<file path="src/rtl/fifo_ram_pkg.sv">
// Shared helpers for the outbound FIFO storage RAM: byte-parity generation and
// derived-parameter functions used by the RAM top and its array.
package fifo_ram_pkg;

  // Widest data path the parity helper supports. Callers zero-extend into it.
  localparam int MAX_WIDTH  = 1024;
  localparam int MAX_NBYTES = MAX_WIDTH / 8;

  // Even parity per byte: bit i is the XOR of data byte i.
  function automatic logic [MAX_NBYTES-1:0] byte_parity(input logic [MAX_WIDTH-1:0] data);
    logic [MAX_NBYTES-1:0] par;
    par = '0;
    for (int i = 0; i < MAX_NBYTES; i++) begin
      par[i] = ^data[i*8 +: 8];
    end
    return par;
  endfunction

  function automatic int nbytes(input int width);
    return width / 8;
  endfunction

  function automatic int rd_lat(input int pipe);
    return 1 + pipe;
  endfunction

endpackage

</file>
<file path="src/rtl/fifo_ram_array.sv">
// Plain simple-dual-port storage array with registered read and no reset, so
// synthesis can map it straight onto LSRAM.
module fifo_ram_array #(
  parameter int DW     = 36,
  parameter int DEPTH  = 128,
  parameter int AWIDTH = $clog2(DEPTH)
) (
  input  logic              clk_i,
  input  logic              we_i,
  input  logic [AWIDTH-1:0] waddr_i,
  input  logic [DW-1:0]     wdata_i,
  input  logic              re_i,
  input  logic [AWIDTH-1:0] raddr_i,
  output logic [DW-1:0]     rdata_o
);

  logic [DW-1:0] mem_q [DEPTH];
  logic [DW-1:0] rdata_q;

  // NOTE: neither the array nor its read register is reset; a reset would stop them mapping onto block RAM.
  always_ff @(posedge clk_i) begin
    if (we_i) mem_q[waddr_i] <= wdata_i;
    if (re_i) rdata_q <= mem_q[raddr_i];
  end

  assign rdata_o = rdata_q;

endmodule

</file>
<file path="src/rtl/outbound_fifo_ram_pipe.sv">
// Outbound FIFO storage RAM: write-first bypass, per-byte parity check,
// out-of-range address flagging and a 1- or 2-cycle read pipeline with RVALID.
module outbound_fifo_ram_pipe
  import fifo_ram_pkg::*;
#(
  parameter int WIDTH  = 32,
  parameter int DEPTH  = 128,
  parameter int AWIDTH = $clog2(DEPTH),
  parameter int PIPE   = 1,
  parameter int PARITY = 1
) (
  input  logic              CLOCK,
  input  logic              RESET_N,
  input  logic [WIDTH-1:0]  WDATA,
  input  logic [AWIDTH-1:0] WADDR,
  input  logic              WEN,
  input  logic              ERR_INJ,
  input  logic [AWIDTH-1:0] RADDR,
  input  logic              REN,
  output logic [WIDTH-1:0]  RDATA,
  output logic              RVALID,
  output logic              PAR_ERR,
  output logic              ADDR_ERR
);

  localparam int NBYTES = nbytes(WIDTH);
  // With parity disabled a single constant-zero bit keeps the word layout uniform.
  localparam int PBITS  = (PARITY != 0) ? NBYTES : 1;
  localparam int RD_LAT = rd_lat(PIPE);
  localparam logic [AWIDTH:0] DEPTH_W = (AWIDTH+1)'(DEPTH);

  logic [MAX_NBYTES-1:0]  wpar_all, rpar_all;
  logic [PBITS-1:0]       wpar, s1_par;
  logic [WIDTH+PBITS-1:0] mem_word, byp_word_q, s1_word;
  logic [WIDTH-1:0]       s1_data;
  logic                   wen_ok, raddr_bad, byp;
  logic                   s1_valid_q, s1_byp_q, s1_aerr_q, s1_perr;
  logic                   unused_par;

  assign wen_ok    = WEN && ({1'b0, WADDR} < DEPTH_W);
  assign raddr_bad = ({1'b0, RADDR} >= DEPTH_W);
  assign byp       = wen_ok && (WADDR == RADDR);

  // NOTE: every always_comb output gets a default first, so no path can infer a latch.
  always_comb begin
    wpar_all = byte_parity(MAX_WIDTH'(WDATA));
    wpar     = '0;
    if (PARITY != 0) wpar = wpar_all[PBITS-1:0] ^ PBITS'(ERR_INJ);
  end

  fifo_ram_array #(.DW(WIDTH + PBITS), .DEPTH(DEPTH), .AWIDTH(AWIDTH)) u_array (
    .clk_i   (CLOCK),
    .we_i    (wen_ok),
    .waddr_i (WADDR),
    .wdata_i ({wpar, WDATA}),
    .re_i    (REN && !raddr_bad),
    .raddr_i (RADDR),
    .rdata_o (mem_word)
  );

  // NOTE: sequential state uses non-blocking assignments so every register samples pre-edge values.
  always_ff @(posedge CLOCK or negedge RESET_N) begin
    if (!RESET_N) begin
      s1_valid_q <= 1'b0;
      s1_byp_q   <= 1'b0;
      s1_aerr_q  <= 1'b0;
      byp_word_q <= '0;
    end else begin
      s1_valid_q <= REN;
      if (REN) begin
        s1_byp_q   <= byp;
        s1_aerr_q  <= raddr_bad;
        byp_word_q <= {wpar, WDATA};
      end
    end
  end

  always_comb begin
    s1_word = mem_word;
    if (s1_byp_q)  s1_word = byp_word_q;
    if (s1_aerr_q) s1_word = '0;
    s1_data  = s1_word[WIDTH-1:0];
    s1_par   = s1_word[WIDTH +: PBITS];
    rpar_all = byte_parity(MAX_WIDTH'(s1_data));
    s1_perr  = 1'b0;
    if (PARITY != 0) s1_perr = s1_valid_q && (rpar_all[PBITS-1:0] != s1_par);
  end

  assign unused_par = ^{wpar_all, rpar_all, s1_par};

  if (RD_LAT == 1) begin : g_lat1
    logic has_data_q;

    // The array read register has no reset, so RDATA stays 0 until a read lands.
    always_ff @(posedge CLOCK or negedge RESET_N) begin
      if (!RESET_N)  has_data_q <= 1'b0;
      else if (REN)  has_data_q <= 1'b1;
    end

    assign RDATA    = has_data_q ? s1_data : '0;
    assign RVALID   = s1_valid_q;
    assign PAR_ERR  = s1_perr;
    assign ADDR_ERR = s1_valid_q && s1_aerr_q;
  end else begin : g_lat2
    logic [WIDTH-1:0] rdata_q;
    logic             rvalid_q, perr_q, aerr_q;

    always_ff @(posedge CLOCK or negedge RESET_N) begin
      if (!RESET_N) begin
        rdata_q  <= '0;
        rvalid_q <= 1'b0;
        perr_q   <= 1'b0;
        aerr_q   <= 1'b0;
      end else begin
        rvalid_q <= s1_valid_q;
        perr_q   <= s1_perr;
        aerr_q   <= s1_valid_q && s1_aerr_q;
        if (s1_valid_q) rdata_q <= s1_data;
      end
    end

    assign RDATA    = rdata_q;
    assign RVALID   = rvalid_q;
    assign PAR_ERR  = perr_q;
    assign ADDR_ERR = aerr_q;
  end

endmodule

</file>
<file path="config.mk">
export PLATFORM = sky130hd
export DESIGN_NAME = outbound_fifo_ram_pipe
export DESIGN_NICKNAME = d
export VERILOG_FILES = /design/src/rtl/fifo_ram_pkg.sv /design/src/rtl/fifo_ram_array.sv /design/src/rtl/outbound_fifo_ram_pipe.sv
export SDC_FILE = /design/constraint.sdc
export NUM_CORES = 2
export LEC_CHECK = 0
export BUFFER_PORTS_ARGS = -buffer_cell sky130_fd_sc_hd__buf_2
export CAP_MARGIN = 20
export CORE_MARGIN = 4
export CORE_UTILIZATION = 50
export CTS_CLUSTER_DIAMETER = 100
export CTS_CLUSTER_SIZE = 14
export DETAILED_ROUTE_END_ITERATION = 10
export MAX_ROUTING_LAYER = met4
export PLACE_DENSITY = 0.75
export SYNTH_ARGS = -nofsm -noshare
export SYNTH_HDL_FRONTEND = slang
export SYNTH_MEMORY_MAX_BITS = 65536
export SYNTH_SLANG_ARGS = --single-unit
</file>
<file path="constraint.sdc">
create_clock -name CLOCK -period 2.4 [get_ports CLOCK]
set_input_delay 0 -clock CLOCK [delete_from_list [all_inputs] [get_ports CLOCK]]
set_output_delay 0 -clock CLOCK [all_outputs]
set_load 0.02 [all_outputs]
</file>
# Yosys cells after proc, flatten, opt, wreduce, memory -nomap -nowiden

Memories as Yosys holds them, arrays and structs flattened. A register that Yosys moved wholly into a read port is not among the register bits.
Cells that the tools add are included.

Divide/modulo/power cells: 0
Reductions and logical operators: 10
Equality and inequality tests: 2
Bitwise logic cells: 1
Muxes and demuxes: 3
$add $sub $neg: 0
Magnitude comparators: 0
Shift operators: 0
Multiply operators: 0

Operators with widths:

| kind                | count |
|---|---|
| XOR reduction 8 bit | 8 |
| two-way mux 36 bit  | 1 |
| == test 7 bit       | 1 |
| != test 4 bit       | 1 |
| XOR 4 x 1 -> 4 bit  | 1 |
| logical AND 1 bit   | 2 |
| two-way mux 1 bit   | 2 |

Memories kept: 1
Memory bits (writable): 4608
Logic and storage cells: 23
Input port bits: 51
Bits in latches: 0
Memory bits (read-only): 0
Bits in registers: 72
Output and inout port bits: 35

Memories:

| name          | depth | width | rd ports | clocked after Yosys merged registers in | write ports | line                 | text |
|---|---|---|---|---|---|---|---|
| u_array.mem_q | 128   | 36    | 1        | 1                                       | 1           | fifo_ram_array.sv:17 | `logic [DW-1:0] mem_q [DEPTH];` |

# Depth between registers and ports, before layout

Depth after elaboration: 4
Mapped depth: 8
Mapped depth without buffers: 5

# Hierarchy

Synthesis repeated with hierarchy kept, for this count alone.

Cells, all modules: 7049
Area, all modules: 179953.8 µm²

By module, submodules not included:

| module                 | cells each | instances | area each (µm²) | sequential area each (µm²) |
|---|---|---|---|---|
| fifo_ram_array         | 6715       | 1         | 176045.1        | 139453.7 |
| outbound_fifo_ram_pipe | 334        | 1         | 3908.7          | 1801.7 |

# Worst setup path before layout

Ideal clock, no wire load.

Path type: input-to-reg
From: input port WDATA[4]
To: memory u_array.mem_q[0][32] (data pin)
Stages on the path: 4
Arrival: 4.111 ns
Buffers on the path: 0
Setup slack: -2.643 ns
Required time: 1.468 ns
Cells stage by stage: xnor2_1 -> xnor2_1 -> xnor2_1 -> xnor2_1

Cells in the longest elaborated chain, start to end: 2

Ends and longest elaborated chain:

| what                    | line                         | text |
|---|---|---|
| from (decl)             | outbound_fifo_ram_pipe.sv:14 | `input logic [WIDTH-1:0] WDATA,` |
| XOR reduction 8 bit     | fifo_ram_pkg.sv:14           | `par[i] = ^data[i*8 +: 8];` |
| XOR 4 x 1 -> 4 bit      | outbound_fifo_ram_pipe.sv:48 | `if (PARITY != 0) wpar = wpar_all[PBITS-1:0] ^ PBITS'(ERR_INJ);` |
| via u_array.wdata_i[32] | fifo_ram_array.sv:11         | `input logic [DW-1:0] wdata_i,` |
| to (decl)               | fifo_ram_array.sv:17         |  |

The timed path passes the listed nets, and every way through them passes these cells.

==> results.sh <==
export IMPL_initial_utilization_pct=50.2
export IMPL_finalHoldViolations=0
export IMPL_htree_levels=5
export IMPL_die_area_um2=370000
export IMPL_area_delta_synth_final_pct=14.7
export IMPL_ys_async_sr_fraction_pct=1.53
export IMPL_die_h_um=608
export IMPL_place_ws_ps=-937
export IMPL_ys_ff_latch=4716
export IMPL_cp_arrival_ps=3460
export IMPL_io_pin_count=86
export IMPL_synth_main_ff_cell="edfxtp_1"
export IMPL_cp_num_buf_inv=0
export IMPL_row_count=220
export IMPL_grt_antenna_before_repair=51
export IMPL_power_leakage_nw=63.9
export IMPL_final_util_pct=57.5
export IMPL_setup_slack_ps=-361
export IMPL_period_share_pct=115
export IMPL_slew_headroom_pct=19.7
export IMPL_finalSetupViolCount=36
export IMPL_fill_cells=24100
export IMPL_cp_required_ps=3100
export IMPL_gp_congestion=0.860
export IMPL_dr_first_iter_drc_count=15300
export IMPL_min_period_ps=2760
export IMPL_ff_latch_area_um2=141000
export IMPL_synth_cell_types=26
export IMPL_grt_util_all_layers_pct=27.0
export IMPL_ys_warn_count=0
export IMPL_clk_pin_slew_ps=70
export IMPL_postRouteAntennaNets=0
export IMPL_worstSetupPathType="register to register"
export IMPL_clk_latency_ps=1020
export IMPL_syn_area_um2=180000
export IMPL_crit_top_cell="mux4_2"
export IMPL_via_per_inst=6.70
export IMPL_multi_input_area_um2=38400
export IMPL_cp_max_fo=1
export IMPL_cp_top_family="multiplexers"
export IMPL_synth_edf_count=4644
export IMPL_avgSynthCellArea_um2=25.5
export IMPL_drive_above_1_share_pct=36.8
export IMPL_finalInstanceArea_um2=207000
export IMPL_crit_path_start_kind="register"
export IMPL_violations="setup timing"
export IMPL_vdd_drop_max_mv=0.569
export IMPL_core_area_um2=359000
export IMPL_crit_chain="mux4_2 -> mux4_2 -> mux4_2 -> mux2_4"
export IMPL_grt_setup_unrepaired="true"
export IMPL_p_per_area_nw_per_um2=780
export IMPL_cts_root_buf="clkbuf_16"
export IMPL_grt_pass1_wl_um=683000
export IMPL_nNetsFinal=7997
export IMPL_die_w_um=608
export IMPL_wl_per_cell_um=37.9
export IMPL_tightest_slew_ps=1200
export IMPL_synth_cells=7053
export IMPL_ys_seq_area_share_pct=78.5
export IMPL_cts_buffers=376
export IMPL_crit_slowest_cell="mux4_2"
export IMPL_io_buffers=84
export IMPL_grt_ovfl_total=0
export IMPL_fin_skew_ps=90.7
export IMPL_cts_buffer_depth=4
export IMPL_slew_violations=0
export IMPL_syn_num_nets=7104
export IMPL_vias=86000
export IMPL_remaining_drc_errors=0
export IMPL_crit_path_end_kind="register"
export IMPL_clock_sinks=4716
export IMPL_max_freq_ghz=0.362
export IMPL_holdCritPathClass="input port to register"
export IMPL_dr_pass1_iters=6
export IMPL_grt_start_max_net_pins=130
export IMPL_hpwl_um=282000
export IMPL_dpl_cell_area_um2=195000
export IMPL_cts_tree="built"
export IMPL_crit_path_max_incr_delay_ps=660
export IMPL_wl_um=487000
export IMPL_maxCapViolCount=0
export IMPL_post_cts_setup_buffer_count=0
export IMPL_status="finished with violations"
export IMPL_first_global_vias=87200
## Yosys cell counts, types with 2 or more instances
cell | n | area share, %
xor2_1 | 35 | 0.17
edfxtp_1 | 4644 | 77
nor2_1 | 159 | 0.33
buf_1 | 34 | 0.071
buf_6 | 4 | 0.025
clkbuf_1 | 232 | 0.48
mux2_2 | 72 | 0.45
buf_4 | 16 | 0.067
nor2b_1 | 7 | 0.024
a21oi_1 | 36 | 0.10
mux4_2 | 1512 | 19
nand2_1 | 14 | 0.029
xnor3_1 | 4 | 0.050
nand3_1 | 12 | 0.033
nand2b_1 | 2 | 0.0069
dfrtp_1 | 72 | 1.0
nor3_1 | 9 | 0.025
mux2i_1 | 44 | 0.24
xnor2_1 | 45 | 0.22
nand4_1 | 5 | 0.017
inv_1 | 2 | 0.0042
buf_2 | 89 | 0.25
## layer usage
metal  share of wire (%)  track usage, %  vias up
met5                   0               -        -
met4                 4.0            9.75        0
met3                  13            7.30      910
met2                  48            40.9     6917
met1                  34            35.6    45900
li1                    -               -    32300
## worst paths after layout
check / from / to / slack [ps] / cells after the start
setup / recovery: u_array.mem_q[119][34] / u_array.rdata_o[34] / -360 / 4
hold / removal: WDATA[4] / u_array.mem_q[66][4] / 60 / 2
setup reg to reg: u_array.mem_q[119][34] / u_array.rdata_o[34] / -360 / 4
hold reg to reg: RDATA[15] / RDATA[15] / 520 / 2
max in group asynchronous: RESET_N / RDATA[23] / 1840 / 4
min in group asynchronous: RESET_N / byp_word_q[14] / 160 / 4
## layout by cell type (no fill, tap or decap), drive strengths merged, types with 4 or more instances in the layout
master | Yosys | final
nor3 | 9 | 9
mux2 | 72 | 72
diode | 0 | 23
dlygate4sd3 | 0 | 57
clkinv | 0 | 12
xor2 | 35 | 35
xnor2 | 45 | 45
nand4 | 5 | 5
mux4 | 1512 | 1512
a21oi | 36 | 36
edfxtp | 4644 | 4644
mux2i | 44 | 44
clkbuf | 232 | 460
nand2 | 14 | 14
nor2b | 7 | 7
buf | 143 | 833
dfrtp | 72 | 72
nand3 | 12 | 12
xnor3 | 4 | 4
nor2 | 159 | 159
inv | 2 | 13
## state kept, by name, indices dropped and copies added (netlist names)
register         cells
PAR_ERR              1
RDATA               32
RVALID               1
byp_word_q          36
s1_byp_q             1
s1_valid_q           1
u_array.mem_q     4608
u_array.rdata_o     36
## stage by stage
stage,setup TNS [ps],cells,power (mW),hold WS [ps]
finish,-10580,12800,161,60.1
CTS,-21540,12800,161,0.197
floorplan,-1582140,7053,99.9,-296
global route,-11290,12800,165,38.4
global placement,-26860,12300,106,64.8
detailed placement,-27550,12300,106,70.2
## kinds of logic after synthesis
logic type / share of synthesized area [%]
AOI/OAI and AO/OA: 0.108
xor gates and xnor gates: 0.439
buffers and inverters: 0.898
DFF: 78.5
muxes: 19.6
other: 0.00208
and+or+nand+nor: 0.471
## final cells by class
cell class / count / area share, %
antenna: 23 / 0.0279
clock inverter: 23 / 0.205
timing repair buffer: 890 / 5.13
multi-input combinational: 1960 / 18.6
inverter: 2 / 0.00364
clock buffer: 460 / 4.75
tap: 4773 / 2.89
sequential: 4716 / 68.4
## what timing repair did
item | in CTS | in global routing
endpoints found under the setup margin | 37 | 72
resized for setup | 34 | 4
hold endpoints to repair | 3891 | 0
hold buffers | 59 | 0
## where the power goes
group / switching [mW] / leakage, nW / internal, mW / total, mW
combinational: 7.57 / 16.4 / 4.82 / 12.4
clock: 27.5 / 4.96 / 28.6 / 56.1
sequential: 0.397 / 42.6 / 92.1 / 92.5
Power figures use the tool's default switching activity.
